===== src/rtl/mdu_hilo.sv =====
// Iterative 32-bit multiply/divide unit with HI/LO registers.
// MULT/MULTU/DIV/DIVU take 33 busy cycles; MTHI/MTLO write in one cycle.
module mdu_hilo (
  input  logic        clk,
  input  logic        rst,
  input  logic        start_i,
  input  logic [2:0]  op_i,
  input  logic [31:0] a_i,
  input  logic [31:0] b_i,
  output logic        busy_o,
  output logic        done_o,
  output logic [31:0] hi_o,
  output logic [31:0] lo_o
);

  typedef enum logic [1:0] {IDLE, RUN, FIX} state_t;

  localparam logic [2:0] OP_MULT  = 3'd0;
  localparam logic [2:0] OP_MULTU = 3'd1;
  localparam logic [2:0] OP_DIV   = 3'd2;
  localparam logic [2:0] OP_DIVU  = 3'd3;
  localparam logic [2:0] OP_MTHI  = 3'd4;
  localparam logic [2:0] OP_MTLO  = 3'd5;

  state_t      state_q, state_d;
  logic [4:0]  cnt_q, cnt_d;
  logic [63:0] acc_q, acc_d;
  logic [31:0] opa_q, opa_d;
  logic [31:0] opb_q, opb_d;
  logic [31:0] orig_q, orig_d;
  logic        is_div_q, is_div_d;
  logic        neg_q, neg_d;
  logic        rneg_q, rneg_d;
  logic [31:0] hi_q, hi_d;
  logic [31:0] lo_q, lo_d;
  logic        done_q, done_d;

  logic        signed_op, a_neg, b_neg;
  logic [32:0] mul_sum;
  logic [32:0] rem_sh;
  logic [33:0] rem_diff;
  logic [63:0] prod_fix;
  logic [31:0] quo_fix, rem_fix;

  always_comb begin
    state_d  = state_q;
    cnt_d    = cnt_q;
    acc_d    = acc_q;
    opa_d    = opa_q;
    opb_d    = opb_q;
    orig_d   = orig_q;
    is_div_d = is_div_q;
    neg_d    = neg_q;
    rneg_d   = rneg_q;
    hi_d     = hi_q;
    lo_d     = lo_q;
    done_d   = 1'b0;

    signed_op = (op_i == OP_MULT) || (op_i == OP_DIV);
    a_neg     = signed_op & a_i[31];
    b_neg     = signed_op & b_i[31];

    // Multiply: product accumulates in acc_q, shifted right one bit per step.
    mul_sum  = {1'b0, acc_q[63:32]} + (opb_q[0] ? {1'b0, opa_q} : 33'd0);
    // Divide: partial remainder lives in acc_q[31:0]; quotient shifts into opa_q.
    rem_sh   = {acc_q[31:0], opa_q[31]};
    rem_diff = {1'b0, rem_sh} - {2'b00, opb_q};

    prod_fix = neg_q  ? (64'd0 - acc_q)        : acc_q;
    quo_fix  = neg_q  ? (32'd0 - opa_q)        : opa_q;
    rem_fix  = rneg_q ? (32'd0 - acc_q[31:0])  : acc_q[31:0];

    case (state_q)
      IDLE: begin
        if (start_i) begin
          case (op_i)
            OP_MULT, OP_MULTU, OP_DIV, OP_DIVU: begin
              opa_d    = a_neg ? (32'd0 - a_i) : a_i;
              opb_d    = b_neg ? (32'd0 - b_i) : b_i;
              orig_d   = a_i;
              is_div_d = op_i[1];
              neg_d    = a_neg ^ b_neg;
              rneg_d   = a_neg;
              acc_d    = 64'd0;
              cnt_d    = 5'd0;
              state_d  = RUN;
            end
            OP_MTHI: hi_d = a_i;
            OP_MTLO: lo_d = a_i;
            default: ;
          endcase
        end
      end
      RUN: begin
        if (is_div_q) begin
          if (!rem_diff[33]) begin
            acc_d = {32'd0, rem_diff[31:0]};
            opa_d = {opa_q[30:0], 1'b1};
          end else begin
            acc_d = {32'd0, rem_sh[31:0]};
            opa_d = {opa_q[30:0], 1'b0};
          end
        end else begin
          acc_d = {mul_sum, acc_q[31:1]};
          opb_d = {1'b0, opb_q[31:1]};
        end
        cnt_d = cnt_q + 5'd1;
        if (cnt_q == 5'd31) state_d = FIX;
      end
      FIX: begin
        if (is_div_q) begin
          // Divisor is untouched during a divide, so a zero here means divide-by-zero.
          if (opb_q == 32'd0) begin
            hi_d = orig_q;
            lo_d = 32'hFFFF_FFFF;
          end else begin
            hi_d = rem_fix;
            lo_d = quo_fix;
          end
        end else begin
          hi_d = prod_fix[63:32];
          lo_d = prod_fix[31:0];
        end
        done_d  = 1'b1;
        state_d = IDLE;
      end
      default: state_d = IDLE;
    endcase
  end

  always_ff @(posedge clk) begin
    if (rst) begin
      state_q  <= IDLE;
      cnt_q    <= 5'd0;
      acc_q    <= 64'd0;
      opa_q    <= 32'd0;
      opb_q    <= 32'd0;
      orig_q   <= 32'd0;
      is_div_q <= 1'b0;
      neg_q    <= 1'b0;
      rneg_q   <= 1'b0;
      hi_q     <= 32'd0;
      lo_q     <= 32'd0;
      done_q   <= 1'b0;
    end else begin
      state_q  <= state_d;
      cnt_q    <= cnt_d;
      acc_q    <= acc_d;
      opa_q    <= opa_d;
      opb_q    <= opb_d;
      orig_q   <= orig_d;
      is_div_q <= is_div_d;
      neg_q    <= neg_d;
      rneg_q   <= rneg_d;
      hi_q     <= hi_d;
      lo_q     <= lo_d;
      done_q   <= done_d;
    end
  end

  assign busy_o = (state_q != IDLE);
  assign done_o = done_q;
  assign hi_o   = hi_q;
  assign lo_o   = lo_q;

endmodule


===== config.mk =====
export PLATFORM = sky130hd
export DESIGN_NAME = mdu_hilo
export DESIGN_NICKNAME = d
export VERILOG_FILES = /design/src/rtl/mdu_hilo.sv
export SDC_FILE = /design/constraint.sdc
export NUM_CORES = 1
export LEC_CHECK = 0
export CORE_UTILIZATION = 55
export CTS_BUF_LIST = sky130_fd_sc_hd__clkbuf_2 sky130_fd_sc_hd__clkbuf_4 sky130_fd_sc_hd__clkbuf_8
export CTS_CLUSTER_SIZE = 30
export DETAILED_ROUTE_END_ITERATION = 6
export HOLD_SLACK_MARGIN = 0.1
export MAX_ROUTING_LAYER = met4
export PLACE_DENSITY_LB_ADDON = 0.1
export SYNTH_ARGS = -nofsm -noshare
export SYNTH_HDL_FRONTEND = slang
export SYNTH_SLANG_ARGS = --single-unit

===== constraint.sdc =====
create_clock -name clk -period 4.4 [get_ports clk]
set_input_delay 1.32 -clock clk [delete_from_list [all_inputs] [get_ports clk]]
set_output_delay 1.32 -clock clk [all_outputs]
set_load 0.02 [all_outputs]

Word-level counts from Yosys, hierarchy flattened
Cells that the tools add are included.

cells by class
  reduce and logical (&&, ||, !) cells = 15
  multiplexer cells = 38
  div/mod/pow operators = 0
  add/sub/neg operators = 8
  bitwise operators = 3
  equal/unequal tests = 15
  magnitude comparators = 0
  $mul = 0
  shift operators = 0

operators with widths
  cell                     number
  $mux W32                 20
  $mux W64                 4
  $pmux W32 S2             4
  $pmux W64 S2             1
  $sub A1 B32 Y32 const A  4
  $sub A1 B64 Y64 const A  1
  $sub A33 B32 Y34         1
  $add A32 B32 Y33         1
  $logic_not A32 Y1        1
  $reduce_and A3 Y1        5
  $mux W5                  2
  $pmux W5 S2              1
  $ne A2 B2 Y1 const B     4
  $reduce_and A4 Y1        2
  $eq A3 B2 Y1 const B     2
  $eq A3 B3 Y1 const B     2
  $mux W2                  3
  $ne A2 B1 Y1 const B     3
  $reduce_bool A2 Y1       3
  $add A5 B1 Y5 const B    1
  $eq A5 B5 Y1 const B     1
  $pmux W2 S2              1
  $reduce_or A4 Y1         1
  $eq A3 B1 Y1 const B     1
  other kinds (8)          10

word-level totals
  memory bits (writable) = 0
  bits in latches = 0
  input bits = 70
  word-level logic and storage cells = 91
  memories kept = 0
  ROM bits = 0
  output and inout bits = 66
  flip-flop bits (word level) = 235

Logic depth before layout (Yosys ltp)
  word-level depth = 7
  gate-level depth with buffers = 13
  gate-level depth less buffers = 12

Least setup slack after synthesis
Ideal clock, no wire load.

  path type = input-to-reg
  start point = input a_i[7]
  end point = register opa_q[29]
  arrival time = 3.640 ns
  path buffers = 1
  path slack = 0.690 ns
  data required time = 4.330 ns
  stages = 9
  setup time = 0.070 ns
  cells stage by stage = clkbuf_1 or4_1 nor4_1 nand4_1 nand2b_1 o41ai_1 xor2_1 a211o_1 a21oi_1

between the ends
  cells in the longest elaborated chain, start to end = 5

ends and longest elaborated chain
  what                    line  RTL
  start: declaration      8     input logic [31:0] a_i,
  $sub A1 B32 Y32         78    opa_d = a_neg ? (32'd0 - a_i) : a_i;
  $mux W32                78
  $mux W32                76    case (op_i)
  $mux W32                75    if (start_i) begin
  $pmux W32 S2            73    case (state_q)
  end signal: assignment  149   opa_q <= opa_d;
  end: declaration        28    logic [31:0] opa_q, opa_d;

Every way passes these cells. The select of a mux whose other input is x is not followed.
A chain may end at the register's enable or synchronous reset.

Worst setup path after layout
  start point = register opb_q[0]
  end point = register acc_q[61]

between the ends
  cells in the longest elaborated chain, start to end = 4

ends and longest elaborated chain
  what                      line  RTL
  start: declaration        29    logic [31:0] opb_q, opb_d;
  start signal: assignment  150   opb_q <= opb_d;
  $mux W32                  64    mul_sum = {1'b0, acc_q[63:32]} + (opb_q[0] ? {1'b0, opa_q} : 33'd0);
  $add A32 B32 Y33          64
  $mux W64                  95    if (is_div_q) begin
  $pmux W64 S2              73
  end signal: assignment    135   acc_q <= 64'd0;
  end signal: assignment    148   acc_q <= acc_d;
  end: declaration          27    logic [63:0] acc_q, acc_d;

Every way passes these cells.

==> results.md <==
* Mux share of post-synthesis cell area at 0.01178
* # resized after CTS at 0
* YS warnings at 0
* Setup violators final at 0
* Slew @ Worst Pin at roughly 1.3 ns
* Minimum clock period at slightly above 4 ns
* Critical path class: reg -> reg
* Initial antenna violation count at 0
* Violations in the final reports: DRC
* FFs w/ async S/R, synth at 0
* GR Layer Usage met1 at 0.5134
* Peak supply drop at approximately 0.18 mV
* Synthesized area at 17940 sq um
* First-pass GRT wire length at 102400 um
* Worst path cell trace: and2_1 > ha_1 > inv_1 > fa_1 > nand2b_1 > a21oi_1 > buf_4 > o2111ai_1 > a311oi_1 > a21oi_1 > o31ai_1 > xor2_1 > a22o_1
* Mapped Cells at 2443
* Worst relative slew slack at 0.1518
* Routed vias at about 20000
* Startpoint Class: flop
* Most frequent cells in the layout: 254 x nor2_1, 233 x dfxtp_1, 231 x nand2_1
* Sw Share at 0.3116
* Psw at 0.001895 W
* H-tree Lvls at 2
* Most common cell after layout, fill and taps aside: nor2_1
* Drt drc at 1
* Worst Setup EP: acc_q[61]
* CP required at 4.86 ns
* CTS max path bufs at 3
* Worst R2R Setup Slack at 0.27 ns
* Drt total wl at between 60000 and 70000 um
* Worst hold path class: reg -> reg
* Placed Cells at 2887
* Final Non-Filler Cells at between 2000 and 3000
* Clock Sinks at roughly 240
* GRT Resource Usage Total at 0.4009
* Clock power frac at 0.420
* Most used cell, CP: a21oi_1
* CTS root buffer: clkbuf_8
* Final instance area at 20780 sq um
* Area added between synthesis and finish at 15.78%
* Gr busiest metal: met2
* Wire length per cell at approximately 22 um
* Die Span X at 182.6 um
* # diodes at 0
* # IOs at between 100 and 150
* Net Count, Synth at around 2600
* Max_cap viols at 0
* Total grt overflow at 0
* CTS tree: done
* Fin crit share at 0.9390
* Critical path buffers and inverters at 2
* Max Clock Freq at about 240 MHz
* Ratio of cells with drive above 1 in the final layout at 0.07893
* Netlist cell types at 80
* Post-synthesis xor/xnor area fraction at 0.1059
* Leak at 8.097 nW
* EDFF count, synth at 0
* # rows at 65
* Layout net count at about 2600
* Iter 0 DRT Violations at around 2500
* Core ar. at between 30000 and 40000 sq um
* # hold bufs at CTS at 0
* Max Fanout on Critical Path at 11
* Crit end category: flop
* Max Slew Vio Count at 0
* Pin count of the biggest net entering global routing at around 180
* Fin worst setup slack at 0.2684 ns
* PortBufs at approximately 140
* CP arrival at 4.59 ns
* Met3 track demand over resource at 0.08741
* Drt pass-1 iters at 7
* Cell Int Power at approximately 0.0042 W
* HPWL Detailed at roughly 47000 um
* Clock Latency Late Sink at between 0.5 and 0.6 ns
* Compound-cell area share of the yosys netlist at 0.3025
* Met2 Usage GRT at 0.5942
* Placed cell areas at about 20000 sq um
* Post-synthesis simple-gate area fraction at 0.2076
* Combinational Power Share at 0.200
* Floorplan die height at around 180 um
* Outcome: finished, violations left
* Avg Synthesized Cell Area at 7.345 sq um
* Antenna-violating nets left at 0
* Origin of the worst setup path: opb_q[0]
* Worst reg2reg path endpoint: acc_q[61]
* Initial Util at 0.5643
* Kind of cell adding the most delay to the critical path: compound AO/OA/AOI/OAI gates
* Post-CTS Setup Repair Bufs at 0
* Synth Area in Adders at 0.05174
* Clock transition at the registers of the reported paths at roughly 0.060 ns
* Max incr delay on CP at 0.67 ns
* Fin. Hold Viols at 0
* Synth Register Bits at roughly 240
* Launch point of the worst reg-to-reg path: opb_q[0]
* Register share of total power at 0.380
* Drt via density at between 6 and 7
* Slowest cell on the critical path: dfxtp_1
* Main synth FF type: dfxtp_1
* Post-place setup slack at -0.05164 ns
* Final RePlAce weighted congestion at 1.022
* TNS Setup at 0 ns
* TritonCTS buffer count at 45
* Vias in the first global route at between 15000 and 20000
* RSZ-0062 raised after global routing: no
* Stages on worst setup path at 13
* Main combinational cell family by area after synthesis: compound AO/OA/AOI/OAI gates
* Final Skew at between 0.015 and 0.02 ns
* Power Density at ~290 nW/um^2
* FF-to-FF path depth at 13
* Sequential fraction of the synthesis area at 0.2622
* Die area at between 30000 and 40000 sq um
==> power groups by stage <==
stage,logic [W],registers [W],clock network (W)
6_report,0.00121,0.00231,0.00255
3_3_place_gp,0.00115,0.00235,0
5_1_grt,0.00130,0.00232,0.00267
4_1_cts,0.00118,0.00231,0.00256
3_5_place_dp,0.00117,0.00235,0
2_1_floorplan,0.000765,0.00233,0
==> Yosys cell counts, types with 26 or more instances <==
| master | count | area share |
|---|---|---|
| nor2_1 | 259 | 0.054 |
| dfxtp_1 | 235 | 0.26 |
| nand2_1 | 231 | 0.048 |
| a21oi_1 | 230 | 0.064 |
| clkbuf_1 | 180 | 0.038 |
| o21ai_0 | 156 | 0.044 |
| xnor2_1 | 127 | 0.062 |
| xor2_1 | 90 | 0.044 |
| inv_1 | 73 | 0.015 |
| ha_1 | 71 | 0.050 |
| a211oi_1 | 57 | 0.024 |
| a22oi_1 | 45 | 0.019 |
| nor3_1 | 45 | 0.013 |
| a31oi_1 | 42 | 0.015 |
| o31ai_1 | 42 | 0.018 |
| and2_1 | 39 | 0.014 |
| nand3_1 | 36 | 0.010 |
| nor4_1 | 31 | 0.011 |
| a21o_1 | 30 | 0.013 |
| o22ai_1 | 29 | 0.010 |
| or3_1 | 29 | 0.010 |
| o221ai_1 | 27 | 0.013 |
| a311oi_1 | 26 | 0.013 |
==> per-stage QoR <==
stage | hold slack [ns] | utilization | total power, W
global route | 0.4763 | 0.6534 | 0.006291
global placement | 0.4412 | 0.6201 | 0.003498
floorplan | 0.4332 | - | 0.003092
CTS | 0.4554 | 0.6534 | 0.006047
finish | 0.4556 | 0.6534 | 0.006081
detailed placement | 0.4474 | 0.6201 | 0.003523
==> logic make-up after synthesis <==
group / Yosys count
flip-flops: 235
adder cells (fa/ha/maj): 73
AO/OA/AOI/OAI: 830
buffers and inverters: 275
XOR/XNOR: 217
multiplexers: 21
AND/OR/NAND/NOR: 792
==> worst register-to-register path, delay by kind of cell, from the launching register on <==
kind            cells  cell delay (ns)
compound gates      6             2.01
flops               1             0.67
fa+ha+maj           2             0.60
simple gates        2             0.41
xor+xnor            1             0.12
buf+inv             2             0.23
==> sequential cells by signal, indices dropped and copies added, names as in the netlist <==
register  flops
acc_q        64
cnt_q         5
done_o        1
hi_o         32
is_div_q      1
lo_o         32
neg_q         1
opa_q        32
opb_q        32
orig_q       32
rneg_q        1
state_q       2
==> layer usage <==
layer,vias up,wire length (um),part of all wire
li1,9033,-,-
met1,9247,26610,0.40
met2,1346,28500,0.43
met3,250,7806,0.12
met4,0,3578,0.054
met5,-,0,0
==> final cells by class <==
class,instances,area (sq um)
Tap cell,435,544.3
Fill cell,2864,11020
Inverter,74,277.8
Clock buffer,71,895.9
Sequential cell,235,4707
Clock inverter,11,162.7
Timing Repair Buffer,210,1941
Multi-Input combinational cell,1933,12250
==> how the worst min path moves through the flow <==
stage	start	endpoint	slack (ns)	depth (start not counted)
after detailed placement	orig_q[28]	orig_q[28]	0.45	2
after global placement	lo_o[1]	lo_o[1]	0.44	2
after floorplan	orig_q[0]	orig_q[0]	0.43	2
after CTS	orig_q[19]	orig_q[19]	0.46	2
final	orig_q[19]	orig_q[19]	0.46	2
after global routing	lo_o[1]	lo_o[1]	0.48	2
(Power assumes the default switching activity.)
